===== src/rtl/selector_n1_pipe_if.sv =====
// Channel-side and output-side handshake bundle for the N:1 pipelined selector.
// The slave modport is the selector's view; master is the driver/consumer's view.
interface selector_n1_pipe_if #(
    parameter int unsigned WIDTH = 32,
    parameter int unsigned N     = 8
);
    localparam int unsigned SW = $clog2(N);

    logic [N*WIDTH-1:0] iC;
    logic [N-1:0]       iValid;
    logic [N-1:0]       oReady;
    logic [SW-1:0]      iS;
    logic               iMode;
    logic [WIDTH-1:0]   oZ;
    logic [SW-1:0]      oSrc;
    logic               oValid;
    logic               iReady;

    modport master (
        output iC, iValid, iS, iMode, iReady,
        input  oReady, oZ, oSrc, oValid
    );

    modport slave (
        input  iC, iValid, iS, iMode, iReady,
        output oReady, oZ, oSrc, oValid
    );
endinterface


===== src/rtl/selector_n1_pipe.sv =====
// N:1 channel selector with a single registered output stage; fixed-select or
// round-robin arbitration, one word per cycle, stalls when downstream is not ready.
module selector_n1_pipe #(
    parameter int unsigned WIDTH = 32,
    parameter int unsigned N     = 8
) (
    input logic                clk,
    input logic                rst,
    selector_n1_pipe_if.slave  bus
);
    localparam int unsigned SW = $clog2(N);
    localparam logic [SW:0] NumCh = N[SW:0];

    logic             load;
    logic             gnt;
    logic [SW-1:0]    gnt_idx;
    logic [WIDTH-1:0] gnt_data;
    logic [N-1:0]     ready;
    logic [2*N-1:0]   rot;
    logic [SW:0]      sum;
    logic [SW:0]      inc;

    logic [SW-1:0]    ptr_q, ptr_d;
    logic [WIDTH-1:0] oz_q;
    logic [SW-1:0]    osrc_q;
    logic             ovalid_q;

    always_comb begin
        load    = !ovalid_q || bus.iReady;
        gnt     = 1'b0;
        gnt_idx = '0;
        sum     = '0;
        // Doubling the valid vector lets a plain shift implement the wrap-around search.
        rot     = {bus.iValid, bus.iValid} >> ptr_q;
        if (bus.iMode) begin
            for (int off = 0; off < N; off++) begin
                if (!gnt && rot[off]) begin
                    gnt = 1'b1;
                    sum = {1'b0, ptr_q} + (SW + 1)'(off);
                    if (sum >= NumCh) begin
                        sum = sum - NumCh;
                    end
                    gnt_idx = sum[SW-1:0];
                end
            end
        end else begin
            for (int k = 0; k < N; k++) begin
                if (bus.iS == SW'(k) && bus.iValid[k]) begin
                    gnt     = 1'b1;
                    gnt_idx = SW'(k);
                end
            end
        end
        gnt = gnt && load && !rst;
    end

    always_comb begin
        ready    = '0;
        gnt_data = '0;
        for (int k = 0; k < N; k++) begin
            ready[k] = gnt && (gnt_idx == SW'(k));
            if (gnt_idx == SW'(k)) begin
                gnt_data = bus.iC[k*WIDTH +: WIDTH];
            end
        end
    end

    always_comb begin
        ptr_d = ptr_q;
        inc   = {1'b0, gnt_idx} + 1'b1;
        if (gnt && bus.iMode) begin
            ptr_d = (inc == NumCh) ? '0 : inc[SW-1:0];
        end
    end

    always_ff @(posedge clk) begin
        if (rst) begin
            ptr_q    <= '0;
            oz_q     <= '0;
            osrc_q   <= '0;
            ovalid_q <= 1'b0;
        end else begin
            ptr_q <= ptr_d;
            if (gnt) begin
                oz_q     <= gnt_data;
                osrc_q   <= gnt_idx;
                ovalid_q <= 1'b1;
            end else if (load) begin
                ovalid_q <= 1'b0;
            end
        end
    end

    assign bus.oReady = ready;
    assign bus.oZ     = oz_q;
    assign bus.oSrc   = osrc_q;
    assign bus.oValid = ovalid_q;
endmodule


===== src/flat_wrapper.sv =====
// flat-port wrapper written by rule: the top's interface ports become plain ports
module selector_n1_pipe_flat 
#(
    parameter int unsigned WIDTH = 32,
    parameter int unsigned N     = 8
)
  (clk, rst, bus_iC, bus_iValid, bus_iS, bus_iMode, bus_iReady, bus_oReady, bus_oZ, bus_oSrc, bus_oValid);
  selector_n1_pipe_if #(.WIDTH(WIDTH), .N(N)) bus_i ();
  input logic clk;
  input logic rst;
  input wire logic [$bits(bus_i.iC)-1:0] bus_iC;
  input wire logic [$bits(bus_i.iValid)-1:0] bus_iValid;
  input wire logic [$bits(bus_i.iS)-1:0] bus_iS;
  input wire logic [$bits(bus_i.iMode)-1:0] bus_iMode;
  input wire logic [$bits(bus_i.iReady)-1:0] bus_iReady;
  output wire logic [$bits(bus_i.oReady)-1:0] bus_oReady;
  output wire logic [$bits(bus_i.oZ)-1:0] bus_oZ;
  output wire logic [$bits(bus_i.oSrc)-1:0] bus_oSrc;
  output wire logic [$bits(bus_i.oValid)-1:0] bus_oValid;
  assign bus_i.iC = bus_iC;
  assign bus_i.iValid = bus_iValid;
  assign bus_i.iS = bus_iS;
  assign bus_i.iMode = bus_iMode;
  assign bus_i.iReady = bus_iReady;
  assign bus_oReady = bus_i.oReady;
  assign bus_oZ = bus_i.oZ;
  assign bus_oSrc = bus_i.oSrc;
  assign bus_oValid = bus_i.oValid;
  selector_n1_pipe #(.WIDTH(WIDTH), .N(N)) u_core (.clk(clk), .rst(rst), .bus(bus_i));
endmodule

===== config.mk =====
export PLATFORM = sky130hd
export DESIGN_NAME = selector_n1_pipe_flat
export DESIGN_NICKNAME = d
export VERILOG_FILES = /design/src/rtl/selector_n1_pipe_if.sv /design/src/rtl/selector_n1_pipe.sv /design/src/flat_wrapper.sv
export SDC_FILE = /design/constraint.sdc
export NUM_CORES = 1
export LEC_CHECK = 0
export BUFFER_PORTS_ARGS = -buffer_cell sky130_fd_sc_hd__buf_2
export CORE_AREA = 3 3 121 123
export DETAILED_ROUTE_END_ITERATION = 6
export DIE_AREA = 0 0 124 126
export PLACE_DENSITY = 0.77
export SLEW_MARGIN = 40
export SYNTH_ARGS = -nofsm -noshare
export SYNTH_HDL_FRONTEND = slang
export SYNTH_SLANG_ARGS = --single-unit

===== constraint.sdc =====
create_clock -name clk -period 6 [get_ports clk]
set_clock_uncertainty 0.1 [all_clocks]
set_input_delay 1.2 -clock clk [delete_from_list [all_inputs] [get_ports clk]]
set_output_delay 1.2 -clock clk [all_outputs]
set_load 0.03 [all_outputs]

==> impl_metrics.py, run 1 <==
metrics = {
    "setup_path": {
        "cp_slowest_cell": "mux4_2",
        "worstPathArrival_ns": 4.39,
        "path_cells": "buf_2 > mux4_2 > mux2i_4 > nand2_2 > or4b_4 > and3_1 > a311oi_1 > a31oi_1 > inv_1 > ha_1 > ha_2 > inv_1 > nor2_1 > buf_2",
        "critPathMaxStageDelay_ns": 0.55,
        "cp-start-kind": "input pin",
        "required_ns": 4.70,
        "r2r_slack_ns": 0.93,
        "r2r_end": "u_core.bus.oZ[31]",
        "reg2reg_from": "u_core.ptr_q[2]",
        "cp-end-kind": "output port",
        "crit_type": "in2out",
        "worst-path-max-fanout": 8,
        "ff2ff_path_depth": 16,
    },
    "sta": {
        "fmax_mhz": 176,
        "rsz0062_at_grt": "no",
        "period_needed_ns": 5.69,
        "max_slew_margin_pct": 48.6,
        "fin_ws_ns": 0.313,
        "worst_pin_slew_ns": 0.771,
        "tns_ns": 0,
        "setup_viol": 0,
        "fin_crit_sh_pct": 94.8,
        "hold_viol": 0,
        "drv_slew": 0,
    },
    "cts": {
        "clock_tree.root_cell": "clkbuf_16",
        "cts_buffers": 5,
        "clock_latency_ns": 0.29,
        "cts_tree": "done",
        "h-tree-depth": 2,
        "holdBufCountCts": 0,
        "cts.sinks": 39,
        "cts_setup_buffers": 0,
        "clk_pin_slew_ns": 0.06,
        "cts_resized": 0,
        "clockBufferDepth": 2,
    },
    "synth": {
        "netlist_top_cells_area": "dfxtp_1 (15%), a221oi_1 (9.1%), a21oi_1 (6.0%)",
        "synth_area_leader_cell": "dfxtp_1",
        "syn_area_per_cell_um2": 7.33,
        "post_synth_num_cell_types": 60,
        "ys.warnings.count": 0,
        "synth_commonest_cells": "a21oi_1 (61), inv_1 (61), nand2_1 (57), a221oi_1 (53), o21ai_0 (53)",
        "synth_ff_type": "dfxtp_1",
        "synth-edff-count": 0,
        "syn-cell-area_um2": 5120,
        "netlist_instances": 698,
        "postSynth.asyncResetShare_pct": 0,
        "syn_nets": 977,
        "yosys.area.top_type_share_pct": 15.3,
        "synth.yosys.seq_area_share_pct": 15.3,
        "synth-seq-cells": 39,
    },
    "global_routing": {
        "grt-ovfl-total": 0,
        "grt_max_degree": 84,
        "grt_pass1_wl_mm": 36.4,
        "grt_util_all_layers_pct": 29.7,
        "grt_pass1_vias": 6651,
        "antenna_found_initial": 9,
    },
    "placed_design": {
        "port-buffer-count": 314,
        "pre_cts_slack_ns": 0.387,
        "dp.cells": 1136,
        "gp_congestion": 1.01,
        "dpl.hpwl_mm": 18.7,
    },
    "floorplanning": {
        "die_h_um": 126,
        "die_area_um2": 15600,
        "die_x_um": 124,
        "io_pins": 315,
        "initial_utilization_pct": 37.2,
        "core_area_um2": 13800,
        "fp-row-count": 43,
    },
    "worst_hold_path": {
        "hp-class": "reg2reg",
        "hp-start": "u_core.bus.oSrc[2]",
        "hold_end": "u_core.bus.oSrc[2]",
        "whs_path_depth": 2,
    },
    "route": {
        "viasPerCell": 6.12,
        "vias": 7037,
        "postRouteAntennaNets": 0,
        "drt-total-wl_mm": 24.6,
        "wl_per_cell_um": 21.4,
        "drt_first_pass_iters": 6,
        "drt_iter0_markers": 841,
        "drc": 0,
    },
    "power": {
        "p_leak_nw": 3.23,
        "power_density_nw_per_um2": 252,
        "ir_worst_vdd_mv": 0.108,
    },
    "job": {
        "cap_violations": 0,
    },
    "layout": {
        "layout.cells.non_filler": 1149,
        "nNetsFinal": 1242,
        "area_delta_synth_final_pct": 36.2,
        "layout-drive-gt1-share_pct": 41.9,
        "fillCellCount": 1435,
    },
    "run_status": {
        "status": "finished clean",
    },
}
[placed cells by master, fill, tap and decap left out, drive strengths merged, types with 13 or more instances in the layout]
cell | Yosys | routed
buf | 29 | 334
nand3 | 24 | 24
a221oi | 63 | 63
o32ai | 13 | 13
a31oi | 26 | 26
nor2 | 23 | 23
mux2i | 23 | 23
o21ai | 76 | 76
nand2 | 58 | 58
a22oi | 23 | 23
a22o | 21 | 21
dfxtp | 39 | 39
a21oi | 61 | 61
inv | 63 | 63
[registers in the layout, indices dropped and copies added, names as in the netlist]
| signal | cells |
|---|---|
| u_core.bus.oZ | 32 |
| u_core.ptr_q | 3 |
| u_core.bus.oValid | 1 |
| u_core.bus.oSrc | 3 |
[cells by family after synthesis]
group	Yosys count	share of synthesized area [%]
buf+inv	139	11.3
mux	41	11.6
fa+ha+maj	8	1.96
xor+xnor	3	0.513
compound gates	326	46.1
flops	39	15.3
simple gates	142	13.3
[power breakdown]
part	total, mW	internal [mW]	switching [mW]
clock	0.289	0.167	0.122
sequential	0.354	0.320	0.0344
combinational	1.11	0.420	0.691
total	1.75	0.907	0.847
[critical path: cells and delay by family]
family	cells	cell delay (ns)
simple gates	4	0.89
buf+inv	4	0.54
mux	2	0.82
fa+ha+maj	2	0.40
compound gates	2	0.53
[layer usage]
metal	up-vias	part of all wire, %	track usage, %
met2	506	47	47.9
met3	90	12	8.13
met4	10	3.3	11.5
li1	3226	-	-
met5	-	0.23	0
met1	3205	38	37.5
[worst max path at each step]
stage | slack, ns | cells after the start | end | startpoint
6_report | 0.31 | 14 | bus_oReady[7] | bus_iValid[1]
5_1_grt | 0.12 | 14 | bus_oReady[7] | bus_iValid[1]
4_1_cts | 0.38 | 14 | bus_oReady[7] | bus_iValid[1]
3_5_place_dp | 0.39 | 14 | bus_oReady[7] | bus_iValid[1]
3_3_place_gp | 0.40 | 14 | bus_oReady[7] | bus_iValid[1]
2_1_floorplan | 0.22 | 13 | bus_oReady[1] | bus_iValid[1]
[final cells by class]
cell class	instances	area [µm²]	area share [%]
Antenna cell	5	12.5	0.180
Clock buffer	7	143	2.05
Clock inverter	1	8.76	0.126
Inverter	63	239	3.43
Multi-Input combinational cell	520	3820	54.8
Sequential cell	39	781	11.2
Tap cell	180	225	3.23
Timing Repair Buffer	334	1740	24.9
[through the flow]
step | instance area, µm² | power (mW) | util [%] | hold slack (ns)
2_1_floorplan | 5120 | 1.10 | - | 0.485
3_3_place_gp | 6780 | 1.44 | 49.3 | 0.340
3_5_place_dp | 6810 | 1.46 | 49.4 | 0.351
4_1_cts | 6960 | 1.75 | 50.5 | 0.361
5_1_grt | 6970 | 1.86 | 50.6 | 0.377
6_report | 6970 | 1.75 | 50.6 | 0.362
Note: power is estimated with default switching activity, not from simulation.
==> inputs of run 2 (changes only) <==
==> constraint.sdc (replaced) <==
create_clock -name clk -period 6 [get_ports clk]
set_clock_uncertainty 0.1 [all_clocks]
set_input_delay 1.2 -clock clk [delete_from_list [all_inputs] [get_ports clk]]
set_output_delay 1.2 -clock clk [all_outputs]
set_load 0.02 [all_outputs]
==> impl_metrics.py, run 2 (synthesized netlist as in run 1, its figures left out) <==
metrics = {
    "sta": {
        "drv_slew": 0,
        "fin_ws_ns": 0.270,
        "max_slew_margin_pct": 48.6,
        "setup_viol": 0,
        "fin_crit_sh_pct": 95.5,
        "fmax_mhz": 175,
        "worst_pin_slew_ns": 0.770,
        "tns_ns": 0,
        "period_needed_ns": 5.73,
        "hold_viol": 0,
        "rsz0062_at_grt": "no",
        "hold_slack_ns": 0.357,
    },
    "setup_path": {
        "crit_type": "in2out",
        "cp-start-kind": "input pin",
        "worstPathArrival_ns": 4.43,
        "cp-startpoint": "bus_iValid[1]",
        "cp_slowest_cell": "mux4_2",
        "reg2reg_from": "u_core.ptr_q[1]",
        "required_ns": 4.70,
        "critPathMaxStageDelay_ns": 0.55,
        "path_cells": "buf_2 > mux4_2 > mux2i_4 > nand2_2 > or4b_4 > and3_1 > a311oi_1 > a31oi_1 > inv_1 > ha_1 > ha_2 > inv_1 > nor2_1 > buf_2",
        "cp-end-kind": "output port",
        "worst-path-max-fanout": 8,
    },
    "layout": {
        "fillCellCount": 1404,
        "area_delta_synth_final_pct": 37.1,
        "fin_area_um2": 7020,
        "largest_reg_flops": 32,
        "layout_commonest_cell": "buf_2",
        "final_util_pct": 51.0,
        "layout_common_cells": "buf_2 (314), inv_1 (61), a21oi_1 (61)",
        "nNetsFinal": 1245,
        "layout-drive-gt1-share_pct": 42.2,
    },
    "floorplanning": {
        "die_h_um": 126,
        "io_pins": 315,
        "fp-row-count": 43,
        "initial_utilization_pct": 37.2,
        "die_x_um": 124,
        "die_area_um2": 15600,
        "core_area_um2": 13800,
    },
    "cts": {
        "clockBufferDepth": 2,
        "clock_tree.root_cell": "clkbuf_16",
        "cts_setup_buffers": 0,
        "h-tree-depth": 2,
        "cts_buffers": 5,
        "clk_pin_slew_ns": 0.06,
        "holdBufCountCts": 0,
        "cts.sinks": 39,
        "clock_latency_ns": 0.28,
        "cts_tree": "done",
        "cts_resized": 0,
    },
    "route": {
        "postRouteAntennaNets": 0,
        "drt-total-wl_mm": 24.3,
        "vias": 6931,
        "wl_per_cell_um": 21.1,
        "viasPerCell": 6.02,
        "drc": 0,
        "drt_iter0_markers": 732,
        "drt_first_pass_iters": 5,
    },
    "placed_design": {
        "dpl.hpwl_mm": 18.6,
        "gp_congestion": 0.956,
        "port-buffer-count": 314,
        "pre_cts_slack_ns": 0.318,
        "dpl_cell_area_um2": 6830,
    },
    "global_routing": {
        "antenna_found_initial": 10,
        "grt-ovfl-total": 0,
        "grt_pass1_wl_mm": 35.7,
        "grt_util_all_layers_pct": 29.3,
        "grt_max_degree": 108,
        "grt_pass1_vias": 6528,
    },
    "power": {
        "p_leak_nw": 3.26,
        "power_density_nw_per_um2": 250,
        "ir_worst_vdd_mv": 0.111,
    },
    "worst_hold_path": {
        "hp-class": "reg2reg",
        "hp-start": "u_core.bus.oSrc[2]",
    },
    "run_status": {
        "status": "finished clean",
    },
    "job": {
        "cap_violations": 0,
    },
}
-- run 2: cell types whose count changed in the layout (fill, tap and decap cells not counted) --
cell / delta
clkbuf_1: -1
nor2b_4: -1
buf_12: +1
buf_4: +3
bufinv_16: +1
clkinv_2: +1
nor2b_2: +1
clkinv_4: -1
buf_6: -1
-- run 2: layout make-up --
cell class	count	area [µm²]	area share, %
Multi-Input combinational cell	520	3820	54.4
Timing Repair Buffer	337	1770	25.2
Sequential cell	39	781	11.1
Inverter	63	239	3.41
Tap cell	180	225	3.21
Clock buffer	6	139	1.98
Clock inverter	2	35.0	0.499
Antenna cell	5	12.5	0.178
-- run 2: worst max-delay path: cells and delay by family --
family | cells | cell delay, ns
buffers and inverters | 4 | 0.57
AOI/OAI and AO/OA | 2 | 0.53
muxes | 2 | 0.81
adders and majority gates | 2 | 0.41
and+or+nand+nor | 4 | 0.89
-- run 2: path summary, 6_finish.rpt --
check	endpoint	slack [ns]	depth (start not counted)
worst max-delay path	bus_oReady[7]	0.27	14
worst min-delay path	u_core.bus.oSrc[2]	0.36	2
worst min register to register	u_core.bus.oSrc[2]	0.36	2
worst max register to register	u_core.bus.oZ[18]	0.75	20
-- run 2: metal layers --
metal  routed length (µm)  global-route usage (%)  share of wire (%)  vias up
met5                   46                       0               0.19        -
met4                  614                    9.73                2.5        8
met3                 2830                    8.71                 12       57
met2                11700                    48.4                 48      451
met1                 9130                    36.4                 38     3174
li1                     -                       -                  -     3241
-- run 2: where the power goes --
group          internal [mW]  total [mW]  switching (mW)
clock network          0.207       0.321           0.114
registers              0.320       0.359          0.0387
logic                  0.426        1.07           0.647
-- run 2: stage by stage --
| step | std cells | power, mW |
|---|---|---|
| 5_1_grt | 1152 | 1.86 |
| 3_3_place_gp | 1139 | 1.41 |
| 4_1_cts | 1147 | 1.75 |
| 2_1_floorplan | 698 | 1.05 |
| 6_report | 1152 | 1.75 |
| 3_5_place_dp | 1139 | 1.42 |
==> inputs of run 3 (changes only) <==
--- a/config.mk
+++ b/config.mk
@@ -5,11 +5,12 @@
 export SDC_FILE = /design/constraint.sdc
 export NUM_CORES = 1
 export LEC_CHECK = 0
+export ABC_AREA = 1
 export BUFFER_PORTS_ARGS = -buffer_cell sky130_fd_sc_hd__buf_2
-export CORE_AREA = 3 3 121 123
+export CORE_MARGIN = 3
+export CORE_UTILIZATION = 40
 export DETAILED_ROUTE_END_ITERATION = 6
-export DIE_AREA = 0 0 124 126
-export PLACE_DENSITY = 0.77
+export PLACE_DENSITY = 0.79
 export SLEW_MARGIN = 40
 export SYNTH_ARGS = -nofsm -noshare
 export SYNTH_HDL_FRONTEND = slang
==> impl_metrics.py, run 3 <==
metrics = {
    "run_status": {
        "status": "finished clean",
    },
    "cts": {
        "h-tree-depth": 2,
        "cts.sinks": 39,
        "clock_tree.root_cell": "clkbuf_16",
        "cts_setup_buffers": 0,
        "cts_buffers": 5,
        "cts_tree": "done",
        "clockBufferDepth": 2,
        "clock_latency_ns": 0.28,
        "holdBufCountCts": 0,
        "cts_resized": 0,
        "clk_pin_slew_ns": 0.06,
    },
    "sta": {
        "rsz0062_at_grt": "no",
        "fmax_mhz": 192,
        "setup_viol": 0,
        "max_slew_margin_pct": 47.0,
        "hold_viol": 0,
        "period_needed_ns": 5.21,
        "tns_ns": 0,
        "worst_pin_slew_ns": 0.794,
        "drv_slew": 0,
        "fin_crit_sh_pct": 86.8,
    },
    "synth": {
        "post_synth_num_cell_types": 31,
        "synth_commonest_cells": "nand2_1 (342), inv_1 (193), nand3_1 (140), nor2_1 (74), o21ai_1 (62)",
        "synth_area_leader_cell": "nand2_1",
        "synth.yosys.seq_area_share_pct": 13.7,
        "netlist_top_cells_area": "nand2_1 (23%), dfxtp_1 (14%), inv_1 (13%)",
        "syn_nets": 1380,
        "synth-edff-count": 0,
        "postSynth.asyncResetShare_pct": 0,
        "synth_most_common_cell": "nand2_1",
        "ys.warnings.count": 0,
        "synth-seq-cells": 39,
        "netlist_instances": 1101,
        "syn_area_per_cell_um2": 5.17,
        "syn-cell-area_um2": 5690,
        "synth_ff_type": "dfxtp_1",
        "yosys.area.top_type_share_pct": 22.6,
    },
    "placed_design": {
        "port-buffer-count": 314,
        "dpl.hpwl_mm": 18.4,
        "gp_congestion": 0.955,
        "dpl_cell_area_um2": 7220,
        "dp.cells": 1535,
    },
    "setup_path": {
        "cp-start-kind": "input pin",
        "cp-end-kind": "output port",
        "ff2ff_path_depth": 25,
        "worst-path-max-fanout": 4,
        "crit_type": "in2out",
        "required_ns": 4.70,
        "r2r_slack_ns": 1.59,
        "worstPathArrival_ns": 3.91,
        "critPathMaxStageDelay_ns": 0.48,
        "path_cells": "buf_2 > nand2_1 > nand3_1 > nand3_1 > nand2_2 > nor2_4 > nand4_4 > nor2_4 > nand2_2 > nand4_1 > nand2_1 > a31oi_1 > nor2_1 > inv_1 > ha_2 > inv_1 > nor3_1 > buf_2",
        "cp_slowest_cell": "nor3_1",
    },
    "floorplanning": {
        "die_h_um": 125,
        "die_x_um": 125,
        "initial_utilization_pct": 42.0,
        "core_area_um2": 13600,
        "die_area_um2": 15700,
        "fp-row-count": 42,
        "io_pins": 315,
    },
    "layout": {
        "final_util_pct": 54.4,
        "layout.cells.non_filler": 1544,
        "largest_reg_flops": 32,
        "fin_area_um2": 7370,
        "layout_common_cells": "nand2_1 (341), buf_2 (314), inv_1 (193)",
        "fillCellCount": 1447,
        "area_delta_synth_final_pct": 29.6,
        "layout_commonest_cell": "nand2_1",
        "nNetsFinal": 1645,
        "layout-drive-gt1-share_pct": 27.7,
    },
    "power": {
        "power_density_nw_per_um2": 235,
        "ir_worst_vdd_mv": 0.220,
        "p_leak_nw": 4.55,
    },
    "route": {
        "wl_per_cell_um": 15.2,
        "drt_iter0_markers": 900,
        "vias": 7854,
        "postRouteAntennaNets": 0,
        "drt-total-wl_mm": 23.5,
        "drc": 0,
        "viasPerCell": 5.09,
        "drt_first_pass_iters": 6,
    },
    "global_routing": {
        "grt_pass1_wl_mm": 36.1,
        "grt_max_degree": 65,
        "grt_pass1_vias": 6999,
        "grt-ovfl-total": 0,
        "antenna_found_initial": 2,
        "grt_util_all_layers_pct": 28.0,
    },
    "worst_hold_path": {
        "whs_path_depth": 2,
        "hp-class": "reg2reg",
    },
    "job": {
        "cap_violations": 0,
    },
}
==> run 3: changes by cell type in the layout (fill, tap and decap cells not counted), moves of 40 or more <==
| cell | change |
|---|---|
| nor2_1 | +53 |
| a221oi_1 | -53 |
| nand2_1 | +284 |
| nand3_1 | +116 |
| inv_1 | +132 |
| o21ai_1 | +40 |
==> run 3: worst max-delay path, delay by kind of cell <==
family / cells / cell delay (ns)
buffers and inverters: 4 / 0.57
adders and majority gates: 1 / 0.22
and+or+nand+nor: 12 / 1.73
AOI/OAI and AO/OA: 1 / 0.19
==> run 3: routing by layer <==
metal	global-route usage, %	part of all wire [%]
met1	39.9	43
met2	44.3	44
met3	3.54	9.7
met4	7.84	2.8
met5	0	0
==> run 3: area by class of cell <==
class,instances,area [µm²],share of cell area (%)
multi-input cells,784,3750,50.8
repair buffers,332,1710,23.1
flip-flops and latches,39,781,10.6
inverters,204,768,10.4
well taps,176,220,2.99
clock buffers,6,139,1.88
clock inverters,1,5.00,0.0679
diodes,2,5.00,0.0679
==> run 3: power breakdown <==
part | switching [mW] | internal (mW)
clock | 0.106 | 0.162
sequential | 0.0246 | 0.298
combinational | 0.761 | 0.379
total | 0.892 | 0.839
==> run 3: worst paths after layout <==
| path | startpoint | endpoint |
|---|---|---|
| setup / recovery | bus_iValid[4] | bus_oReady[1] |
| hold / removal | u_core.bus.oZ[29] | u_core.bus.oZ[29] |
| setup reg to reg | u_core.ptr_q[0] | u_core.bus.oZ[24] |
| hold reg to reg | u_core.bus.oZ[29] | u_core.bus.oZ[29] |
==> run 3: stage by stage <==
step	total power, mW	hold WS, ns	worst slack (ns)
6_report	1.73	0.367	0.791
5_1_grt	1.88	0.388	0.477
4_1_cts	1.72	0.369	0.827
3_5_place_dp	1.45	0.359	0.834
3_3_place_gp	1.44	0.352	0.847
2_1_floorplan	1.11	0.445	1.19
==> run 3: kinds of logic (layout without fill, tap and decap cells) <==
| logic type | Yosys count | count (layout) | synth area share (%) |
|---|---|---|---|
| AND/OR/NAND/NOR | 616 | 616 | 48.0 |
| buffers and inverters | 278 | 543 | 20.5 |
| AO/OA/AOI/OAI | 157 | 157 | 15.5 |
| flip-flops | 39 | 39 | 13.7 |
| adder cells (fa/ha/maj) | 8 | 8 | 1.76 |
| XOR/XNOR | 3 | 3 | 0.462 |
| other | 0 | 2 | 0 |
